[src/rtl/pipeline_controller_pkg.sv]
// Shared controller definitions: state encodings, the per-cycle stage-control
// bundle and canned control patterns used by the pipeline controller.
package pipeline_controller_pkg;

    localparam int REG_ADDR_W = 5;

    localparam logic [2:0] ST_IDLE        = 3'd0;
    localparam logic [2:0] ST_RUN         = 3'd1;
    localparam logic [2:0] ST_LOAD_STALL  = 3'd2;
    localparam logic [2:0] ST_MULDIV_WAIT = 3'd3;
    localparam logic [2:0] ST_FLUSH_ST    = 3'd4;

    // Enum view of the state encoding, for the EX stage / debug tooling.
    typedef enum logic [2:0] {
        IDLE        = ST_IDLE,
        RUN         = ST_RUN,
        LOAD_STALL  = ST_LOAD_STALL,
        MULDIV_WAIT = ST_MULDIV_WAIT,
        FLUSH_ST    = ST_FLUSH_ST
    } ctrl_state_t;

    typedef struct packed {
        logic fetch_en;
        logic dec_en;
        logic exec_en;
        logic bubble;
        logic flush;
    } stage_ctrl_t;

    localparam stage_ctrl_t CTRL_HOLD = '{fetch_en: 1'b0, dec_en: 1'b0, exec_en: 1'b0,
                                          bubble: 1'b0, flush: 1'b0};
    localparam stage_ctrl_t CTRL_BUBBLE = '{fetch_en: 1'b0, dec_en: 1'b0, exec_en: 1'b1,
                                            bubble: 1'b1, flush: 1'b0};
    localparam stage_ctrl_t CTRL_FLUSH = '{fetch_en: 1'b1, dec_en: 1'b0, exec_en: 1'b1,
                                           bubble: 1'b1, flush: 1'b1};

    function automatic stage_ctrl_t run_ctrl(input logic fetch_valid);
        stage_ctrl_t c;
        c = '{fetch_en: 1'b1, dec_en: fetch_valid, exec_en: 1'b1, bubble: 1'b0, flush: 1'b0};
        return c;
    endfunction

endpackage

[src/rtl/pipeline_controller_load_use_detect.sv]
// Combinational load-use hazard compare between the decoded sources and the
// destination of a load sitting in EX. Writes to x0 never create a hazard.
module pipeline_controller_load_use_detect
    import pipeline_controller_pkg::*;
(
    input  logic [REG_ADDR_W-1:0] id_rs1,
    input  logic [REG_ADDR_W-1:0] id_rs2,
    input  logic                  id_uses_rs1,
    input  logic                  id_uses_rs2,
    input  logic                  ex_is_load,
    input  logic [REG_ADDR_W-1:0] ex_rd,
    output logic                  hazard
);

    logic rd_nonzero;
    logic rs1_match;
    logic rs2_match;

    assign rd_nonzero = (ex_rd != '0);
    assign rs1_match  = id_uses_rs1 && (id_rs1 == ex_rd);
    assign rs2_match  = id_uses_rs2 && (id_rs2 == ex_rd);
    assign hazard     = ex_is_load && rd_nonzero && (rs1_match || rs2_match);

endmodule

[src/rtl/pipeline_controller.sv]
// Fetch/decode/execute sequencer: load-use bubbles, multi-cycle M-extension
// holds, post-branch flushes, deferred halt and saturating perf counters.
module pipeline_controller
    import pipeline_controller_pkg::*;
#(
    parameter int LOAD_STALL_CYCLES = 1,
    parameter int FLUSH_CYCLES      = 2,
    parameter int CNT_W             = 32
) (
    input  logic                  CLK,
    input  logic                  RSTN,
    input  logic                  START,
    input  logic                  HALT,
    input  logic                  FETCH_VALID,
    input  logic [REG_ADDR_W-1:0] ID_RS1,
    input  logic [REG_ADDR_W-1:0] ID_RS2,
    input  logic                  ID_USES_RS1,
    input  logic                  ID_USES_RS2,
    input  logic                  EX_IS_LOAD,
    input  logic [REG_ADDR_W-1:0] EX_RD,
    input  logic                  EX_IS_MULDIV,
    input  logic                  MULDIV_DONE,
    input  logic                  BRANCH_TAKEN,
    output logic                  FETCH_ENABLED,
    output logic                  DECODER_ENABLED,
    output logic                  EXEC_ENABLED,
    output logic                  BUBBLE,
    output logic                  FLUSH,
    output logic [2:0]            STATE,
    output logic [CNT_W-1:0]      STALL_CNT,
    output logic [CNT_W-1:0]      FLUSH_CNT
);

    localparam int DC_MAX = (LOAD_STALL_CYCLES > FLUSH_CYCLES) ? LOAD_STALL_CYCLES : FLUSH_CYCLES;
    localparam int DC_W   = $clog2(DC_MAX + 1);

    logic [2:0]       state_q;
    logic [2:0]       next_state;
    logic [DC_W-1:0]  dcnt_q;
    logic [DC_W-1:0]  next_dcnt;
    logic             halt_pending_q;
    logic             next_halt_pending;
    logic             set_pending;
    logic             halt_req;
    logic             hazard;
    logic             stall_cycle;
    logic [CNT_W-1:0] stall_cnt_q;
    logic [CNT_W-1:0] flush_cnt_q;
    stage_ctrl_t      ctrl;

    pipeline_controller_load_use_detect u_load_use_detect (
        .id_rs1      (ID_RS1),
        .id_rs2      (ID_RS2),
        .id_uses_rs1 (ID_USES_RS1),
        .id_uses_rs2 (ID_USES_RS2),
        .ex_is_load  (EX_IS_LOAD),
        .ex_rd       (EX_RD),
        .hazard      (hazard)
    );

    assign halt_req = HALT || halt_pending_q;

    // The down-counter holds the cycles still to spend in a stall/flush state,
    // so the first (detecting) cycle in RUN already counts toward the total.
    // stall_cycle marks every cycle the pipe is held for a hazard or mul/div,
    // including that detecting cycle, but not the MULDIV_DONE release cycle.
    always_comb begin
        ctrl        = CTRL_HOLD;
        next_state  = state_q;
        next_dcnt   = dcnt_q;
        set_pending = 1'b0;
        stall_cycle = 1'b0;
        case (state_q)
            ST_IDLE: begin
                if (START) begin
                    next_state = ST_RUN;
                end
            end
            ST_RUN: begin
                if (BRANCH_TAKEN) begin
                    ctrl        = CTRL_FLUSH;
                    set_pending = HALT;
                    if (FLUSH_CYCLES > 1) begin
                        next_state = ST_FLUSH_ST;
                        next_dcnt  = DC_W'(FLUSH_CYCLES - 1);
                    end
                end else if (EX_IS_MULDIV && !MULDIV_DONE) begin
                    ctrl        = CTRL_HOLD;
                    stall_cycle = 1'b1;
                    set_pending = HALT;
                    next_state  = ST_MULDIV_WAIT;
                end else if (hazard) begin
                    ctrl        = CTRL_BUBBLE;
                    stall_cycle = 1'b1;
                    set_pending = HALT;
                    if (LOAD_STALL_CYCLES > 1) begin
                        next_state = ST_LOAD_STALL;
                        next_dcnt  = DC_W'(LOAD_STALL_CYCLES - 1);
                    end
                end else if (halt_req) begin
                    next_state = ST_IDLE;
                end else begin
                    ctrl = run_ctrl(FETCH_VALID);
                end
            end
            ST_LOAD_STALL: begin
                ctrl        = CTRL_BUBBLE;
                stall_cycle = 1'b1;
                set_pending = HALT;
                next_dcnt   = dcnt_q - DC_W'(1);
                if (dcnt_q == DC_W'(1)) begin
                    next_state = halt_req ? ST_IDLE : ST_RUN;
                end
            end
            ST_MULDIV_WAIT: begin
                set_pending = HALT;
                if (MULDIV_DONE) begin
                    ctrl.exec_en = 1'b1;
                    next_state   = halt_req ? ST_IDLE : ST_RUN;
                end else begin
                    stall_cycle = 1'b1;
                end
            end
            ST_FLUSH_ST: begin
                ctrl        = CTRL_FLUSH;
                set_pending = HALT;
                next_dcnt   = dcnt_q - DC_W'(1);
                if (dcnt_q == DC_W'(1)) begin
                    next_state = halt_req ? ST_IDLE : ST_RUN;
                end
            end
            default: begin
                next_state = ST_IDLE;
            end
        endcase
    end

    assign next_halt_pending = (next_state == ST_IDLE) ? 1'b0 : (halt_pending_q || set_pending);

    always_ff @(posedge CLK or negedge RSTN) begin
        if (!RSTN) begin
            state_q        <= ST_IDLE;
            dcnt_q         <= '0;
            halt_pending_q <= 1'b0;
        end else begin
            state_q        <= next_state;
            dcnt_q         <= next_dcnt;
            halt_pending_q <= next_halt_pending;
        end
    end

    // Performance counters stick at all-ones rather than wrapping.
    always_ff @(posedge CLK or negedge RSTN) begin
        if (!RSTN) begin
            stall_cnt_q <= '0;
            flush_cnt_q <= '0;
        end else begin
            if (stall_cycle && (stall_cnt_q != '1)) begin
                stall_cnt_q <= stall_cnt_q + CNT_W'(1);
            end
            if (ctrl.flush && (flush_cnt_q != '1)) begin
                flush_cnt_q <= flush_cnt_q + CNT_W'(1);
            end
        end
    end

    assign FETCH_ENABLED   = ctrl.fetch_en;
    assign DECODER_ENABLED = ctrl.dec_en;
    assign EXEC_ENABLED    = ctrl.exec_en;
    assign BUBBLE          = ctrl.bubble;
    assign FLUSH           = ctrl.flush;
    assign STATE           = state_q;
    assign STALL_CNT       = stall_cnt_q;
    assign FLUSH_CNT       = flush_cnt_q;

endmodule

[config.mk]
export PLATFORM = sky130hd
export DESIGN_NAME = pipeline_controller
export DESIGN_NICKNAME = d
export VERILOG_FILES = /design/src/rtl/pipeline_controller_pkg.sv /design/src/rtl/pipeline_controller_load_use_detect.sv /design/src/rtl/pipeline_controller.sv
export SDC_FILE = /design/constraint.sdc
export NUM_CORES = 1
export LEC_CHECK = 0
export BUFFER_PORTS_ARGS = -buffer_cell sky130_fd_sc_hd__clkbuf_2
export CAP_MARGIN = 20
export CORE_ASPECT_RATIO = 0.6
export CORE_MARGIN = 5
export CORE_UTILIZATION = 30
export CTS_BUF_LIST = sky130_fd_sc_hd__clkbuf_4 sky130_fd_sc_hd__clkbuf_8 sky130_fd_sc_hd__clkbuf_16
export CTS_CLUSTER_SIZE = 14
export DETAILED_ROUTE_END_ITERATION = 8
export HOLD_SLACK_MARGIN = 0.02
export PLACE_DENSITY = 0.61
export SLEW_MARGIN = 15
export SYNTH_ARGS = -nofsm -noshare
export SYNTH_HDL_FRONTEND = slang
export SYNTH_SLANG_ARGS = --single-unit
[constraint.sdc]
create_clock -name CLK -period 2.6 [get_ports CLK]
set_input_delay 0.52 -clock CLK [delete_from_list [all_inputs] [get_ports CLK]]
set_output_delay 0.52 -clock CLK [all_outputs]
set_load 0.02 [all_outputs]
Word level (Yosys, flattened, before mapping). Index checks and enable logic that the tools add are counted.

Bits of input ports: 26. Flip-flop bits (word level): 70. Word-level logic and storage cells: 65. Output and inout bits: 72.

Reductions and logical operators: 18. Muxes and demuxes: 29. $add $sub $neg: 3. Equal/unequal tests: 10.

Operators by type and width (count): $add 32x1->32 const B (2); $ne 32x32->1 const B (2); $mux 3 (7); $mux 5 (4); $pmux 3 s4 (1); $eq 5x5->1 (2); $mux 1 (10); $pmux 2 s2 (2); $logic_and 1x1->1 (7); $eq 3x2->1 const B (2); $logic_not 3->1 (2); $pmux 1 s3 (2); $pmux 2 s3 (1); $reduce_bool 5->1 (1); $eq 3x1->1 const B (1); $eq 3x3->1 const B (1); $logic_or 1x1->1 (3); $reduce_or 3->1 (1); $eq 2x1->1 const B (1); $mux 2 (1); $ne 2x2->1 const B (1); $pmux 1 s2 (1); $reduce_and 2->1 (1); $reduce_bool 2->1 (1); other kinds (3) (3).

Logic depth before layout (Yosys ltp). Gate-level depths: netlist of the first run.

Depth in word-level cells: 10. Depth in mapped cells: 9.

Modules after synthesis. Synthesis of the first run repeated with hierarchy kept, for this count alone.

Cell total of the unflattened synthesis: 373. Area, all modules: 3836.2 µm².

By module, submodules not included: pipeline_controller (cells an instance 356, area an instance 3702.3 µm², instances 1, sequential area each 1751.7 µm²); pipeline_controller_load_use_detect (cells an instance 17, area an instance 133.9 µm², instances 1, sequential area each 0.0 µm²).

Worst setup path before layout of the first run. OpenSTA, ideal clock, no wires.

Path kind: input port to output port. From: input port EX_RD[2]. To: output port EXEC_ENABLED. Arrival: 2.092 ns. Required time: 2.080 ns. Stages on the path: 6. Slack: -0.012 ns. Path through: xnor2_1 nand4_1 o22a_1 nor2_1 nor2_1 o311ai_0.

Cells in the longest elaborated chain, start to end: 8.

RTL lines: start, declared (line pipeline_controller.sv:20) `input logic [REG_ADDR_W-1:0] EX_RD,`; $eq 5x5->1 (on tied branches) (line pipeline_controller_load_use_detect.sv:20, pipeline_controller_load_use_detect.sv:21); $logic_and 1x1->1 (on tied branches) (line pipeline_controller_load_use_detect.sv:20, pipeline_controller_load_use_detect.sv:21); $logic_or 1x1->1 (line pipeline_controller_load_use_detect.sv:22) `assign hazard = ex_is_load && rd_nonzero && (rs1_match || rs2_match);`; $logic_and 1x1->1 * (line pipeline_controller_load_use_detect.sv:22); $mux 5 * (line pipeline_controller.sv:92) `end else if (hazard) begin`; $mux 5 * (line pipeline_controller.sv:87) `end else if (EX_IS_MULDIV && !MULDIV_DONE) begin`; $mux 5 * (line pipeline_controller.sv:80) `if (BRANCH_TAKEN) begin`; $pmux 1 s3 * (line pipeline_controller.sv:73) `case (state_q)`; end, declared (line pipeline_controller.sv:26) `output logic EXEC_ENABLED,`.

Every way passes the cells marked *; elsewhere a longest branch is shown, timed or not.

Worst setup path after layout of the first run.
From: register state_q[0], in the netlist STATE[0]. To: output port DECODER_ENABLED.

Cells in the longest elaborated chain, start to end: 2.

RTL lines: start, declared (line pipeline_controller.sv:37) `logic [2:0] state_q;`; start signal, assigned (line pipeline_controller.sv:146) `state_q <= next_state;`; $eq 3x3->1 / $eq 3x1->1 (equally long branches) (line pipeline_controller.sv:73); $pmux 2 s2 * (line pipeline_controller.sv:73); end, declared (line pipeline_controller.sv:25) `output logic DECODER_ENABLED,`.

Marked as above.

==> results of run 1 <==
## power by group through the flow
stage	Sequential [mW]	Clock, mW	Combinational [mW]
2_1_floorplan	1.42	0	0.690
3_3_place_gp	1.35	0	1.14
3_5_place_dp	1.35	0	1.18
4_1_cts	1.33	1.34	1.18
5_1_grt	1.35	1.39	1.29
6_report	1.33	1.30	1.17
## routing by layer
layer  up-vias  track usage [%]  share of wire, %
met5         -                0                 0
met4         0            3.380              0.86
met3         8            4.582               7.3
met2       102            19.75                42
li1       1554                -                 -
met1      1516            19.64                50
## cell usage after synthesis (2+ instances only)
cell | n | area, um2
dfrtp_1 | 70 | 1752
xnor2_1 | 40 | 350.3
nor2_1 | 34 | 127.6
xor2_1 | 34 | 297.8
nand2_1 | 33 | 123.9
nand3_1 | 24 | 120.1
nor3_1 | 22 | 110.1
nand4_1 | 18 | 112.6
inv_1 | 13 | 48.80
and3_1 | 9 | 56.30
a21oi_1 | 8 | 40.04
nor4_1 | 7 | 43.79
clkbuf_1 | 6 | 22.52
o21ai_0 | 6 | 30.03
a21o_1 | 4 | 30.03
buf_2 | 4 | 20.02
ha_1 | 3 | 37.54
nor3b_1 | 3 | 22.52
nand2b_1 | 2 | 12.51
o211ai_1 | 2 | 15.01
o311ai_0 | 2 | 17.52
or3b_2 | 2 | 17.52
or4_4 | 2 | 22.52
## layout make-up
type	count	area [um2]	area share, %
clock buffer	12	266.5	5.521
clock inverter	4	52.55	1.089
inverter	14	52.55	1.089
multi-input combinational	284	1859	38.52
sequential	70	1752	36.29
tap	165	206.4	4.277
timing repair buffer	114	638.1	13.22
## path summary, 6_finish.rpt
kind | start | endpoint
hold / removal | RSTN | FLUSH_CNT[29]
hold reg to reg | FLUSH_CNT[31] | FLUSH_CNT[31]
min in group CLK | FLUSH_CNT[31] | FLUSH_CNT[31]
setup reg to reg | STATE[0] | STALL_CNT[31]
max in group asynchronous | RSTN | STALL_CNT[0]
setup / recovery | STATE[0] | DECODER_ENABLED
## sequential cells by signal (all words and copies together) (netlist names)
register,flops
dcnt_q,2
FLUSH_CNT,32
halt_pending_q,1
STATE,3
STALL_CNT,32
## metrics by stage
step	instance area [um2]	utilization (%)	cells	setup WS (ps)	setup TNS, ps
floorplan	3715	-	380	56.39	0
global placement	4502	37.20	647	43.45	0
detailed placement	4502	37.20	647	-35.76	-35.76
CTS	4821	39.84	663	53.18	0
global route	4827	39.89	663	6.638	0
finish	4827	39.89	663	146.9	0
## cell families (layout without fill, tap and decap cells)
kind of cell	count (synthesis)	in the layout	share of synthesized area, %
AOI/OAI and AO/OA	36	36	7.040
xor gates and xnor gates	74	74	17.45
adders and majority gates	3	3	1.011
buffers and inverters	26	144	2.964
DFF	70	70	47.15
muxes	2	2	0.7072
and+or+nand+nor	169	169	23.68
## what timing repair did
action / CTS / global route
cloned: 0 / 0
gates resized for setup: 1 / 4
endpoints found under the setup margin: 1 / 3
endpoints found under the hold margin: 0 / 0
==> results.md, run 1 <==
* Status: completed
* Internal Pwr Total at between 2 and 3 mW
* Clock Skews at between 5 and 6 ps
* Total die area at between 0.01 and 0.015 mm2
* Number of buffers inserted by post-CTS setup repair at 0
* Die H at between 90 and 100 um
* Area growth syn-to-layout at 29.94%
* Crit Path Class: reg -> out
* Register area share after synthesis at between 40% and 50%
* CTS Sinks at 70
* CTS Hold Bufs at 0
* Worst-path clk slew at ~60 ps
* Clock power frac at approximately 34%
* Syn Nets at just over 400
* Core box area at approximately 0.012 mm2
* Leakage Power at 2.371 nW
* Clock Path Buffers at 2
* Worst-margin pin slew at ~420 ps
* DRT Pass-1 Iters at 4
* Final min period at 2453 ps
* Initial antenna violation count at 0
* Reg2Reg Setup Slack at 230 ps
* Global route overflow at 0
* ANT nets after route at 0
* Fin crit share at between 90% and 100%
* DRT iter0 DRCs at ~160
* Vias in the first global route at 3180
* WL per Instance at 14.45 um
* Yosys warns at 0
* HP Class: in -> async
* Rows at 31
* Commonest cells after routing, fill and taps aside: clkbuf_2, dfrtp_1, xnor2_1
* Initial Util at roughly 30%
* # Max-Cap Violations at 0
* Diode count at 0
* Reg2reg path depth at 6
* CP Data Required Time at about 2100 ps
* Vias/cell at 4.796
* Hold Violations, Final at 0
* Nets at around 520
* Hold WS at roughly 210 ps
* Share of layout cells above drive strength 1 at about 29%
* CP max-delay cell: or3b_1
* Total Wirelength at roughly 9600 um
* Worst vdd ir at about 0.38 mV
* Reg power frac at 35.0%
* Max_slew headroom at between 70% and 80%
* Critical Path Sink Type: primary output
* Tot Pwr at between 3 and 4 mW
* Fin. max-slew vios at 0
* Critical Path AT at between 1500 and 2000 ps
* Clock root cell: clkbuf_16
* Comb pwr share at 30.9%
* Routed via count at between 3000 and 4000
* Most common cell after layout, fill and taps aside: clkbuf_2
* Switch Pwr at around 1.3 mW
* Mapped Cells at 380
* RSZ-0062 raised after global routing: false
* Drc violations at 0
* Dpl hpwl at 7229 um
* CP dominant cell by count: nor2_1
* Crit path max fanout at 9
* Max stage delay on crit path at about 500 ps
* Yosys cell types at 55
* Top FF cell, synth: dfrtp_1
* Register bit total from synthesis at 70
* Final setup violation count at 0
* First-pass GRT wire length at 16250 um
* Port Buf Inserts at just under 100
* Critical path buffers and inverters at 1
* Die Wd at between 150 and 200 um
* Top delay family on crit path: simple AND/OR/NAND/NOR gates
* Clk_lat worst skew at about 330 ps
* Synth Area per Inst at ~9.8 um2
* Placer Congestion at ~0.8
* Synth Cell Area at between 0.003 and 0.004 mm2
* Synth async-reset ratio at 100.0%
* GRT Resource Usage Total at 13.67%
* Fmax at between 0.4 and 0.5 GHz
* Startpoint types: flip-flop
* WP depth at 5
* Filler cell count at ~1200
* Number of CTS-inserted buffers at 9
* Num ports at 98
* Crit path cell chain: or3b_1, nor2_1, nand2_1, nor2_1, clkbuf_2
* Switching Share at between 30% and 40%
* CTS tree: yes
* Pwr Density at between 700 and 800 mW/mm2
* H-tree depth at 3
* Post-synth EDFFs at 0
* Largest net degree at the start of global routing at just over 70
No activity file was read; power rests on OpenSTA's default activity.
==> inputs of run 2 (changes only) <==
--- a/config.mk
+++ b/config.mk
@@ -7,7 +7,6 @@
 export LEC_CHECK = 0
 export BUFFER_PORTS_ARGS = -buffer_cell sky130_fd_sc_hd__clkbuf_2
 export CAP_MARGIN = 20
-export CORE_ASPECT_RATIO = 0.6
 export CORE_MARGIN = 5
 export CORE_UTILIZATION = 30
 export CTS_BUF_LIST = sky130_fd_sc_hd__clkbuf_4 sky130_fd_sc_hd__clkbuf_8 sky130_fd_sc_hd__clkbuf_16
==> run 2 against run 1 <==
Worst setup slack improved by 0.94 ps. Via count rose by 0.35%. Die area fell by 0.50%. Sequential share of layout area barely moved. Flip-flop and latch count did not move. Non-clock buffer count fell by 6. Cell area fell by 0.13%. Critical path depth rose by 1. Critical path type is now in -> out. Critical endpoint is now FETCH_ENABLED.
==> results.md, run 2 (synthesis gave the netlist of run 1 again) <==
* Status: completed
* Core box area at roughly 0.012 mm2
* CP max-delay cell: or4_1
* Max stage delay on crit path at 520 ps
* Rows at 40
* Num ports at 98
* Leakage Power at approximately 2.4 nW
* Die Wd at between 100 and 150 um
* Setup ws final at approximately 150 ps
* Startpoint types: input pin
* Port Buf Inserts at 97
* Fin crit share at around 94%
* Fin. max-slew vios at 0
* Area post-placement at between 0.004 and 0.005 mm2
* Met3 Track Usage GR at 4.895%
* Die H at 121.3 um
* Global route overflow at 0
* Number of CTS-inserted buffers at 9
* Vias in the first global route at 3291
* GRT Resource Usage Total at ~13%
* Largest net degree at the start of global routing at between 70 and 80
* Total die area at 0.01471 mm2
* DP Worst Slack at approximately 90 ps
* Placer Congestion at around 0.86
* Crit path cell chain: clkbuf_2, or4_1, o21ai_1, o211ai_1, o21ai_0, clkbuf_2
* Pwr Density at slightly above 800 mW/mm2
* Crit path max fanout at 3
* First-pass GRT wire length at between 15000 and 20000 um
* CP dominant cell by count: clkbuf_2
* RSZ-0062 raised after global routing: false
* ANT nets after route at 0
* Max_slew headroom at 41.70%
* Nets at between 500 and 600
* Critical Path AT at 1930 ps
* Total Wirelength at between 9000 and 10000 um
* HP Class: in -> async
* Clock Path Buffers at 2
* Final setup violation count at 0
* Area growth syn-to-layout at 29.77%
* Worst vdd ir at 0.4013 mV
* Initial antenna violation count at 0
* H-tree depth at 3
* CTS Hold Bufs at 0
* WL per Instance at between 10 and 15 um
* M2 GR Usage at between 20% and 30%
* DRT iter0 DRCs at 155
* Worst-margin pin slew at approximately 870 ps
* Commonest cells after routing, fill and taps aside: clkbuf_2, dfrtp_1, xnor2_1
* Share of layout cells above drive strength 1 at between 20% and 30%
* Clock root cell: clkbuf_16
* Worst-path clk slew at approximately 50 ps
* # Max-Cap Violations at 0
* Most common cell after layout, fill and taps aside: clkbuf_2
* Final min period at between 2000 and 2500 ps
* Tot Pwr at 3.912 mW
* Vias/cell at around 4.8
* Drc violations at 0
* Critical Path Sink Type: primary output
* Dpl hpwl at around 7000 um
* CTS tree: yes
* Fin Setup TNS at 0 ps
* Clock Skews at 6.823 ps
* DRT Pass-1 Iters at 4
* Number of buffers inserted by post-CTS setup repair at 0
* # resized after CTS at 0
* Hold Violations, Final at 0
* Clk_lat worst skew at ~330 ps
* Initial Util at ~30%
* CP Data Required Time at roughly 2100 ps
* Crit Path Class: in -> out
* Fmax at approximately 0.4 GHz
* Busiest metal layer after global routing: met2
* Routed via count at roughly 3200
* Reg2reg path depth at 6
* Finished Cell Area at just under 0.005 mm2
* Diode count at 0
* CTS Sinks at 70
* Met1 Resource Use GR at between 10% and 20%
==> run 2: path summary, 6_finish.rpt <==
path                            slack [ps]     startpoint             to
worst min register to register         490  STALL_CNT[10]  STALL_CNT[10]
max in group asynchronous             2090           RSTN  STALL_CNT[26]
worst max register to register         330   FLUSH_CNT[0]  FLUSH_CNT[20]
worst max-delay path                   150       EX_RD[0]  FETCH_ENABLED
worst min-delay path                   220           RSTN  FLUSH_CNT[11]
min in group CLK                       490  STALL_CNT[10]  STALL_CNT[10]
==> run 2: layout make-up <==
class,count,area [um2]
inverters,14,52.55
clock buffers,11,252.7
multi-input cells,284,1856
repair buffers,108,593.1
fillers,1195,7241
flip-flops and latches,70,1752
well taps,168,210.2
clock inverters,5,105.1
==> run 2: routing by layer <==
layer	share of wire, %	wire length (um)
met4	1.6	145
met2	47	4395
met1	44	4076
met3	7.1	656
met5	0	0
==> run 2: report_power, final <==
group	total [mW]	internal, mW	switching, mW	leakage [nW]
Combinational	1.13	0.458	0.673	1.26
Sequential	1.34	1.19	0.143	0.921
Clock	1.44	0.989	0.454	0.168
==> run 2: per-stage QoR <==
step                      cells  util [%]  hold WS, ps
after detailed placement    644     36.98        479.1
final                       660     39.97        217.1
after CTS                   660     39.95        224.1
after floorplan             380         -        224.4
after global routing        660     39.97        250.9
after global placement      644     36.98        476.2
==> run 2: critical path: cells and delay by family <==
family / cells / cell delay, ps
buffers and inverters: 2 / 300
AND/OR/NAND/NOR: 1 / 520
AO/OA/AOI/OAI: 3 / 590
==> inputs of run 3 (changes only) <==
--- a/config.mk
+++ b/config.mk
@@ -12,6 +12,7 @@
 export CTS_BUF_LIST = sky130_fd_sc_hd__clkbuf_4 sky130_fd_sc_hd__clkbuf_8 sky130_fd_sc_hd__clkbuf_16
 export CTS_CLUSTER_SIZE = 14
 export DETAILED_ROUTE_END_ITERATION = 8
+export GPL_TIMING_DRIVEN = 0
 export HOLD_SLACK_MARGIN = 0.02
 export PLACE_DENSITY = 0.61
 export SLEW_MARGIN = 15
==> run 3 against run 2 <==
Total power down 7.6%. Flip-flop and latch count unchanged. Sequential power about the same. First-iteration DRC count up 33%. Count of clock-buffer cells in the layout up 3. Core utilization down 0.56 points. Non-clock buffer count unchanged. Combinational power about the same. Via count down 0.38%. Cell count down 0.15%. Fmax down 2.5%. Worst setup slack worse by 64 ps. Critical path type unchanged. Largest cell class unchanged. Largest power group is now sequential cells.
==> results.md, run 3 (synthesis gave the netlist of run 1 again) <==
* Status: completed
* Core box area at 0.01206 mm2
* Fin Setup TNS at 0 ps
* Critical path buffers and inverters at 2
* Total die area at 0.01471 mm2
* CTS tree: yes
* Critical Path AT at roughly 2000 ps
* CP dominant cell by count: clkbuf_2
* Nets at just over 500
* Share of layout cells above drive strength 1 at between 20% and 30%
* # Max-Cap Violations at 0
* Top delay family on crit path: simple AND/OR/NAND/NOR gates
* Clock Path Buffers at 2
* Hold Violations, Final at 0
* Fin. max-slew vios at 0
* Vias/cell at ~4.8
* DRT iter0 DRCs at between 200 and 250
* Final setup violation count at 0
* Total Wirelength at about 9100 um
* H-tree depth at 3
* Dpl hpwl at roughly 6900 um
* Area growth syn-to-layout at 27.96%
* CP max-delay cell: or4_1
* Global route overflow at 0
* Max_slew headroom at 39.90%
* ANT nets after route at 0
* Drc violations at 0
* Vias in the first global route at 3188
* GRT Resource Usage Total at approximately an eighth
* Worst-path clk slew at ~60 ps
* CP Data Required Time at 2080 ps
* Worst-margin pin slew at approximately 900 ps
* Startpoint types: input pin
* Leakage Power at about 2.3 nW
* Crit path max fanout at 4
* Crit Path Class: in -> out
* Fin crit share at 96.78%
* Die H at between 100 and 150 um
* Num ports at slightly below 100
* Routed via count at 3179
* Pwr Density at about 760 mW/mm2
* Largest net degree at the start of global routing at 55
* Clk_lat worst skew at between 300 and 400 ps
* Die Wd at between 100 and 150 um
* First-pass GRT wire length at 15030 um
* Rows at 40
* Placed Cells at around 650
* Fmax at a little under 0.4 GHz
* Finished Cell Area at roughly 0.0048 mm2
* Port Buf Inserts at 96
* HP Class: in -> async
* Area post-placement at approximately 0.0044 mm2
* CTS Sinks at 70
* Final min period at around 2500 ps
* Number of buffers inserted by post-CTS setup repair at 0
* Final Util at approximately two fifths
* DRT Pass-1 Iters at 4
* Clock Skews at 5.500 ps
* Initial antenna violation count at 0
* Finished Layout Cells at 659
* Filler cell count at 1179
* Critical Path Sink Type: primary output
* Placer Congestion at approximately 0.85
* Number of CTS-inserted buffers at 9
* Clock root cell: clkbuf_16
* Commonest cells after routing, fill and taps aside: clkbuf_2, dfrtp_1, xnor2_1
* Initial Util at between 30% and 40%
* Most common cell after layout, fill and taps aside: clkbuf_2
* WL per Instance at 13.86 um
* CTS Hold Bufs at 0
* Max stage delay on crit path at roughly 590 ps
* Crit path cell chain: clkbuf_2, or4_1, o21ai_4, o211ai_1, o21ai_1, clkbuf_2
* Diode count at 0
* Worst vdd ir at just under 0.5 mV
run 3: layer usage:
metal	wire length (um)	track usage [%]
met1	4111	15.56
met2	4264	20.63
met3	687	4.802
met4	74	3.081
met5	0	0
run 3: power breakdown:
group | switching [mW] | internal (mW) | leakage (nW)
Combinational | 0.678 | 0.457 | 1.26
Clock | 0.420 | 0.723 | 0.143
Sequential | 0.141 | 1.20 | 0.921
Total | 1.24 | 2.38 | 2.32
run 3: area by class of cell:
class                      instances  area (um2)  area share, %
multi-input combinational        284        1889          39.75
sequential                        70        1752          36.85
clock buffer                      14       275.3          5.791
buffer                            11       58.81          1.237
inverter                          14       52.55          1.106
clock inverter                     1       5.005         0.1053
timing repair buffer              97       510.5          10.74
tap                              168       210.2          4.422
run 3: final timing paths:
check	start	endpoint	slack, ps	depth (start not counted)
hold / removal	RSTN	FLUSH_CNT[2]	90	1
hold reg to reg	STALL_CNT[10]	STALL_CNT[10]	490	1
setup reg to reg	STATE[0]	FLUSH_CNT[31]	190	9
min in group CLK	STALL_CNT[10]	STALL_CNT[10]	490	1
max in group asynchronous	RSTN	STALL_CNT[6]	1960	2
setup / recovery	EX_RD[0]	FETCH_ENABLED	80	6
run 3: timing repair:
action / CTS / global route
endpoints found under the hold margin: 0 / 0
gates resized for setup: 1 / 13
endpoints found under the setup margin: 4 / 6
run 3: worst register-to-register path: cells and delay by family, from the launching register on:
kind                   cells  cell delay (ps)
AND/OR/NAND/NOR            4              990
flip-flops                 1              400
XOR/XNOR                   1              160
buffers and inverters      3              500
AO/OA/AOI/OAI              1              270
run 3: through the flow:
step	hold slack (ps)	total power, mW	worst slack (ps)
after floorplan	224.4	2.109	56.39
after global routing	103.5	3.852	-7.951
after detailed placement	441.5	2.472	-215.3
final	94.08	3.615	83.77
after CTS	88.59	3.641	14.86
after global placement	476.1	2.439	-153.7
